==> src/rtl/wave_sequencer.sv <==
// wave_sequencer: replays per-level enemy-spawn scripts at a fixed tick rate and drives scene flags.
// Define PAUSE_EN to build the optional PAUSE state (toggled by key 8'h13).
module wave_sequencer #(
    parameter int         TICK_CYCLES  = 50000000,
    parameter int         NUM_LEVELS   = 4,
    parameter int         SCRIPT_DEPTH = 64,
    parameter int         SUMMON_W     = 3,
    parameter int         ROUND_W      = 3,
    parameter logic [7:0] KEY_NEXT     = 8'h2C,
    parameter logic [7:0] KEY_RETRY    = 8'h50,
    localparam int        LW = (NUM_LEVELS > 1) ? $clog2(NUM_LEVELS) : 1,
    localparam int        SW = (SCRIPT_DEPTH > 1) ? $clog2(SCRIPT_DEPTH) : 1
) (
    input  logic                Clk,
    input  logic                Reset,
    input  logic                Run,
    input  logic                death,
    input  logic [7:0]          keycode,
    input  logic                wr_en,
    input  logic [LW-1:0]       wr_level,
    input  logic [SW-1:0]       wr_addr,
    input  logic [7:0]          wr_data,
    output logic                wr_ready,
    output logic [SUMMON_W-1:0] summon,
    output logic                summon_valid,
    output logic                is_open,
    output logic                is_game,
    output logic                is_vict,
    output logic                is_fail,
    output logic [LW-1:0]       level_index,
    output logic [ROUND_W-1:0]  round,
    output logic [SW-1:0]       step,
    output logic [7:0]          command
);

    localparam int            CW         = (TICK_CYCLES > 1) ? $clog2(TICK_CYCLES) : 1;
    localparam logic [CW-1:0] TICK_LAST  = CW'(TICK_CYCLES - 1);
    localparam logic [SW-1:0] STEP_LAST  = SW'(SCRIPT_DEPTH - 1);
    localparam logic [LW-1:0] LEVEL_LAST = LW'(NUM_LEVELS - 1);
    localparam logic [7:0]    CMD_ROUND  = 8'h09;
    localparam logic [7:0]    CMD_VICT   = 8'h0A;

    typedef enum logic [2:0] {
        S_OPEN,
        S_PLAY,
        S_VICT,
        S_FAIL
`ifdef PAUSE_EN
        , S_PAUSE
`endif
    } state_t;

    typedef struct packed {
        logic          en;
        logic [LW-1:0] level;
        logic [SW-1:0] addr;
        logic [7:0]    data;
    } wr_req_t;

    state_t        state, state_nxt;
    logic [CW-1:0] cnt;
    logic [LW-1:0] level_nxt;
    logic          enter_play;
    logic          tick_exec;
    logic          tick;
    logic          cnt_run;
    logic          is_summon;
    logic          pause_press;
    wr_req_t       wr_req;

    logic [7:0] script_mem [NUM_LEVELS][SCRIPT_DEPTH];

    // Script memory survives Reset so a loaded campaign can be replayed.
    assign wr_req = '{en: wr_en & wr_ready, level: wr_level, addr: wr_addr, data: wr_data};

    always_ff @(posedge Clk) begin
        if (wr_req.en && (int'(wr_req.level) < NUM_LEVELS))
            script_mem[wr_req.level][wr_req.addr] <= wr_req.data;
    end

    assign command   = script_mem[level_index][step];
    assign is_summon = (command >= 8'h01) && (command <= 8'h07);
    assign tick      = (cnt == TICK_LAST);

`ifdef PAUSE_EN
    // Edge-detected so a held key toggles only once.
    logic pause_key_d;
    always_ff @(posedge Clk) begin
        if (Reset) pause_key_d <= 1'b0;
        else       pause_key_d <= (keycode == 8'h13);
    end
    assign pause_press = (keycode == 8'h13) && !pause_key_d;
`else
    assign pause_press = 1'b0;
`endif

    always_ff @(posedge Clk) begin
        if (Reset) state <= S_OPEN;
        else       state <= state_nxt;
    end

    always_comb begin
        state_nxt  = state;
        level_nxt  = level_index;
        enter_play = 1'b0;
        tick_exec  = 1'b0;
        case (state)
            S_OPEN: if (Run) begin
                state_nxt  = S_PLAY;
                enter_play = 1'b1;
                level_nxt  = '0;
            end
            S_PLAY: begin
                if (death) begin
                    state_nxt = S_FAIL;
                end else if (pause_press) begin
`ifdef PAUSE_EN
                    state_nxt = S_PAUSE;
`endif
                end else if (tick) begin
                    tick_exec = 1'b1;
                    if (command == CMD_VICT || step == STEP_LAST) state_nxt = S_VICT;
                end
            end
            S_VICT: begin
                if (keycode == KEY_RETRY) begin
                    state_nxt  = S_PLAY;
                    enter_play = 1'b1;
                end else if (keycode == KEY_NEXT) begin
                    if (level_index == LEVEL_LAST) begin
                        state_nxt = S_OPEN;
                        level_nxt = '0;
                    end else begin
                        state_nxt  = S_PLAY;
                        enter_play = 1'b1;
                        level_nxt  = level_index + 1'b1;
                    end
                end
            end
            S_FAIL: if (keycode == KEY_NEXT) begin
                state_nxt = S_OPEN;
                level_nxt = '0;
            end
`ifdef PAUSE_EN
            S_PAUSE: begin
                if (death)            state_nxt = S_FAIL;
                else if (pause_press) state_nxt = S_PLAY;
            end
`endif
            default: state_nxt = S_OPEN;
        endcase
    end

    // Counter freezes on the cycle PLAY is left so a resume continues where it stopped.
    assign cnt_run = (state == S_PLAY) && !death && !pause_press;

    always_ff @(posedge Clk) begin
        if (Reset) begin
            cnt          <= '0;
            step         <= '0;
            round        <= '0;
            level_index  <= '0;
            summon       <= '0;
            summon_valid <= 1'b0;
        end else begin
            level_index  <= level_nxt;
            summon_valid <= 1'b0;
            if (enter_play) begin
                cnt   <= '0;
                step  <= '0;
                round <= '0;
            end else begin
                if (cnt_run) cnt <= tick ? '0 : cnt + 1'b1;
                if (tick_exec) begin
                    if (step != STEP_LAST) step <= step + 1'b1;
                    if (command == CMD_ROUND && round != '1) round <= round + 1'b1;
                    if (is_summon) begin
                        summon       <= command[SUMMON_W-1:0];
                        summon_valid <= 1'b1;
                    end
                end
            end
        end
    end

    assign wr_ready = (state == S_OPEN) || (state == S_VICT) || (state == S_FAIL);
    assign is_open  = (state == S_OPEN);
    assign is_vict  = (state == S_VICT);
    assign is_fail  = (state == S_FAIL);
`ifdef PAUSE_EN
    assign is_game  = (state == S_PLAY) || (state == S_PAUSE);
`else
    assign is_game  = (state == S_PLAY);
`endif

endmodule
==> config.mk <==
export PLATFORM = sky130hd
export DESIGN_NAME = wave_sequencer
export DESIGN_NICKNAME = d
export VERILOG_FILES = /design/src/rtl/wave_sequencer.sv
export SDC_FILE = /design/constraint.sdc
export NUM_CORES = 2
export LEC_CHECK = 0
export BUFFER_PORTS_ARGS = -buffer_cell sky130_fd_sc_hd__buf_4
export CELL_PAD_IN_SITES_DETAIL_PLACEMENT = 1
export CELL_PAD_IN_SITES_GLOBAL_PLACEMENT = 1
export CORE_UTILIZATION = 40
export CTS_CLUSTER_DIAMETER = 30
export DETAILED_ROUTE_END_ITERATION = 8
export PLACE_DENSITY = 0.66
export RECOVER_POWER = 100
export SLEW_MARGIN = 20
export SYNTH_ARGS = -nofsm -noshare
export SYNTH_HDL_FRONTEND = slang
export SYNTH_SLANG_ARGS = --single-unit
==> constraint.sdc <==
create_clock -name Clk -period 3.1 [get_ports Clk]
set_input_delay 0.155 -clock Clk [delete_from_list [all_inputs] [get_ports Clk]]
set_output_delay 0.155 -clock Clk [all_outputs]
set_load 0.02 [all_outputs]
==> reports/metrics.cfg <==
[clock_tree]
cts_root_buf = clkbuf_16
ctsLongestPathBuffers = 4
clk_pin_slew_worst_paths_ps = 50
htree_levels = 5
cts.sinks = 2093
insertion_delay_ps = 970
cts_tree = built
cts_buffers = 439

[placed_design]
hpwl_um = 170000
io_buffers = 56
gp_congestion = 0.903
dp_cells = 7345

[critical_path]
cp-end-kind = output pin
path_buf_inv = 7
critical_path_required_ps = 2940
worst-path-max-fanout = 8
path_delay_family = buffers and inverters
worst_path_most_repeated_cell = buf_6
path_cells = buf_6 -> bufbuf_16 -> buf_6 -> buf_4 -> mux4_2 -> mux2i_1 -> o21ai_0 -> a311o_1 -> a211o_1 -> a32oi_2 -> buf_4 -> clkinvlp_4 -> buf_6
worstPathArrival_ps = 4470
crit_path_start_kind = flip-flop
slowest_delay_ps = 540
crit_type = reg2out
cp_slowest_cell = mux4_2

[sta]
holdWs_ps = 57.8
fin_crit_sh_pct = 149
tns_ps = -167710
worst_pin_slew_ps = 2940
layout_setup_ws_ps = -1520
finalHoldViolations = 0
slew_violations = 808
clock_skew_ps = 71.3
rsz0062_at_grt = true
slew-limit-headroom_pct = -96.2
period_minus_slack_ps = 4620
setup_viol = 1232
clock.fmax_ghz = 0.216

[min_path]
hp-class = in2reg

[floorplan]
dieArea_um2 = 207000
die_h_um = 455
pin_count = 57
core-area_um2 = 203000
die_w_um = 455
row_count = 165
start_util_pct = 40.4

[status]
outcome = finished with violations
violations = max-capacitance violations, max-slew violations, negative setup slack

[detailed_routing]
post_drt_wl_per_cell_um = 33.4
ant_nets = 0
routed_via_density = 5.90
wirelength_um = 275000
drt-initial-drc-count = 5916
drtPass1Iterations = 8
dr_total_vias = 48700
drc = 0

[synthesis]
yosys_warnings = 0
yosysUniqueCellTypes = 89
synth_ff_type = edfxtp_1
ys_async_sr_fraction_pct = 0
seq_area_frac_synth_pct = 76.2
synth-edff-count = 2048
syn_nets = 4108
ys_ff_latch = 2093
netlist_area_um2 = 81900
syn_inst = 4074
syn_avg_cell_area_um2 = 20.1

[cells_and_area]
final_core_util_pct = 53.2
fillCellCount = 18000
final_cells = 8257
syn2layout_area_growth_pct = 31.7
drive_above_1_share_pct = 39.2
final-seq-area_um2 = 62400
multi_input_area_um2 = 19100
nets = 5263

[global_route]
grt_pass1_vias = 51100
track_usage_pct = 26.4
antenna_found_initial = 16
grt.overflow.total = 0
grt_start_max_net_pins = 117
grt_pass1_wl_um = 386000

[pwr]
total_power_uw = 79400
pwr_density_cell_nw_per_um2 = 736
irDropWorstVdd_v = 0.000659
leakagePower_uw = 0.0358

[job]
drv_cap = 11

[tightest hold or removal path: cells and delay by family]
| kind | cells | cell delay [ps] |
|---|---|---|
| simple gates | 2 | 570 |
| buf+inv | 1 | 130 |
[power breakdown]
part | switching [uW] | leakage (uW) | total (uW) | internal [uW]
combinational | 1180 | 0.00999 | 1450 | 267
sequential | 23.5 | 0.0188 | 31200 | 31200
clock | 15500 | 0.00704 | 46700 | 31200
[layer usage]
metal / part of all wire (%) / global-route usage (%) / vias to the layer above
met1: 38 / 34.3 / 25900
met4: 5.2 / 12.8 / 6
met3: 8.4 / 5.33 / 663
li1: - / - / 19400
met5: 0.015 / 0 / -
met2: 48 / 42.4 / 2782
[per-stage QoR]
stage / cell area [um^2] / setup WS, ps
2_1_floorplan: 82100 / -149
3_3_place_gp: 91500 / -1370
3_5_place_dp: 91500 / -1350
4_1_cts: 108000 / -1410
5_1_grt: 108000 / -1520
6_report: 108000 / -1520
[cells by family (layout without fill, tap and decap cells)]
group           after synthesis  in the layout  share of synthesized area, %
compound gates              387            387                          3.48
xor+xnor                     29             29                         0.310
fa+ha+maj                     5              5                        0.0764
buf+inv                     249           1751                          1.68
flops                      2093           2093                          76.2
mux                         638            638                          14.7
other cells                   0              9                             0
simple gates                673            673                          3.58
[flip-flops by register name (all words and copies together), names as in the netlist, named ones only]
signal,cells
summon_valid,1
step,6
level_index,2
script_mem,2048
state,2
round,3
summon,3
cnt,26
[final timing paths]
path / startpoint / to / slack, ps / cells after the start
worst max register to register: flip-flop / round[1] / -1140 / 15
worst min register to register: summon[0] / summon[0] / 490 / 2
worst max-delay path: flip-flop / command[3] / -1520 / 13
worst min-delay path: wr_level[0] / script_mem[1][292] / 60 / 3
[Yosys cell counts, types with 16 or more instances]
| cell | number | area share (%) |
|---|---|---|
| nand3_1 | 33 | 0.20 |
| mux2i_1 | 172 | 2.1 |
| a21oi_1 | 73 | 0.45 |
| xor2_1 | 18 | 0.19 |
| o221ai_1 | 27 | 0.29 |
| o21ai_0 | 19 | 0.12 |
| buf_4 | 16 | 0.15 |
| clkbuf_1 | 106 | 0.49 |
| a22oi_1 | 80 | 0.73 |
| nor2_1 | 344 | 1.6 |
| nand2_1 | 164 | 0.75 |
| a22o_1 | 18 | 0.19 |
| buf_6 | 33 | 0.45 |
| mux4_2 | 450 | 12 |
| dfxtp_1 | 45 | 1.1 |
| edfxtp_1 | 2048 | 75 |
| o22ai_1 | 20 | 0.15 |
| nor3_1 | 22 | 0.13 |
| a221oi_1 | 22 | 0.24 |
| nor2b_1 | 19 | 0.15 |
| buf_2 | 57 | 0.35 |
| a211oi_1 | 27 | 0.25 |
[layout make-up]
class / instances / share of cell area [%]
multi-input cells: 1732 / 17.7
clock buffers: 491 / 10.5
inverters: 17 / 0.0649
well taps: 2672 / 3.10
clock inverters: 297 / 3.10
flip-flops and latches: 2093 / 57.9
diodes: 9 / 0.0209
repair buffers: 946 / 7.66
[cell usage in the layout (no fill, tap or decap), types with 30 or more instances in the layout]
cell	count
dfxtp_1	39
clkinv_2	55
nor2_1	342
clkbuf_1	83
a21oi_1	53
mux2i_1	168
clkbuf_16	445
buf_4	623
nand3_1	30
clkbuf_2	97
a22oi_1	59
clkinvlp_4	49
clkinv_1	71
bufinv_16	62
buf_12	76
edfxtp_1	2048
mux4_2	450
nand2_1	159
[timing repair]
item,in CTS,in global routing
cloned,11,2
hold buffers,20,0
hold endpoints to repair,576,0
pin swaps,30,42
endpoints found under the setup margin,17,140
buffers inserted,61,22
gates resized for setup,139,82
No activity file was read; power rests on OpenSTA's default activity.
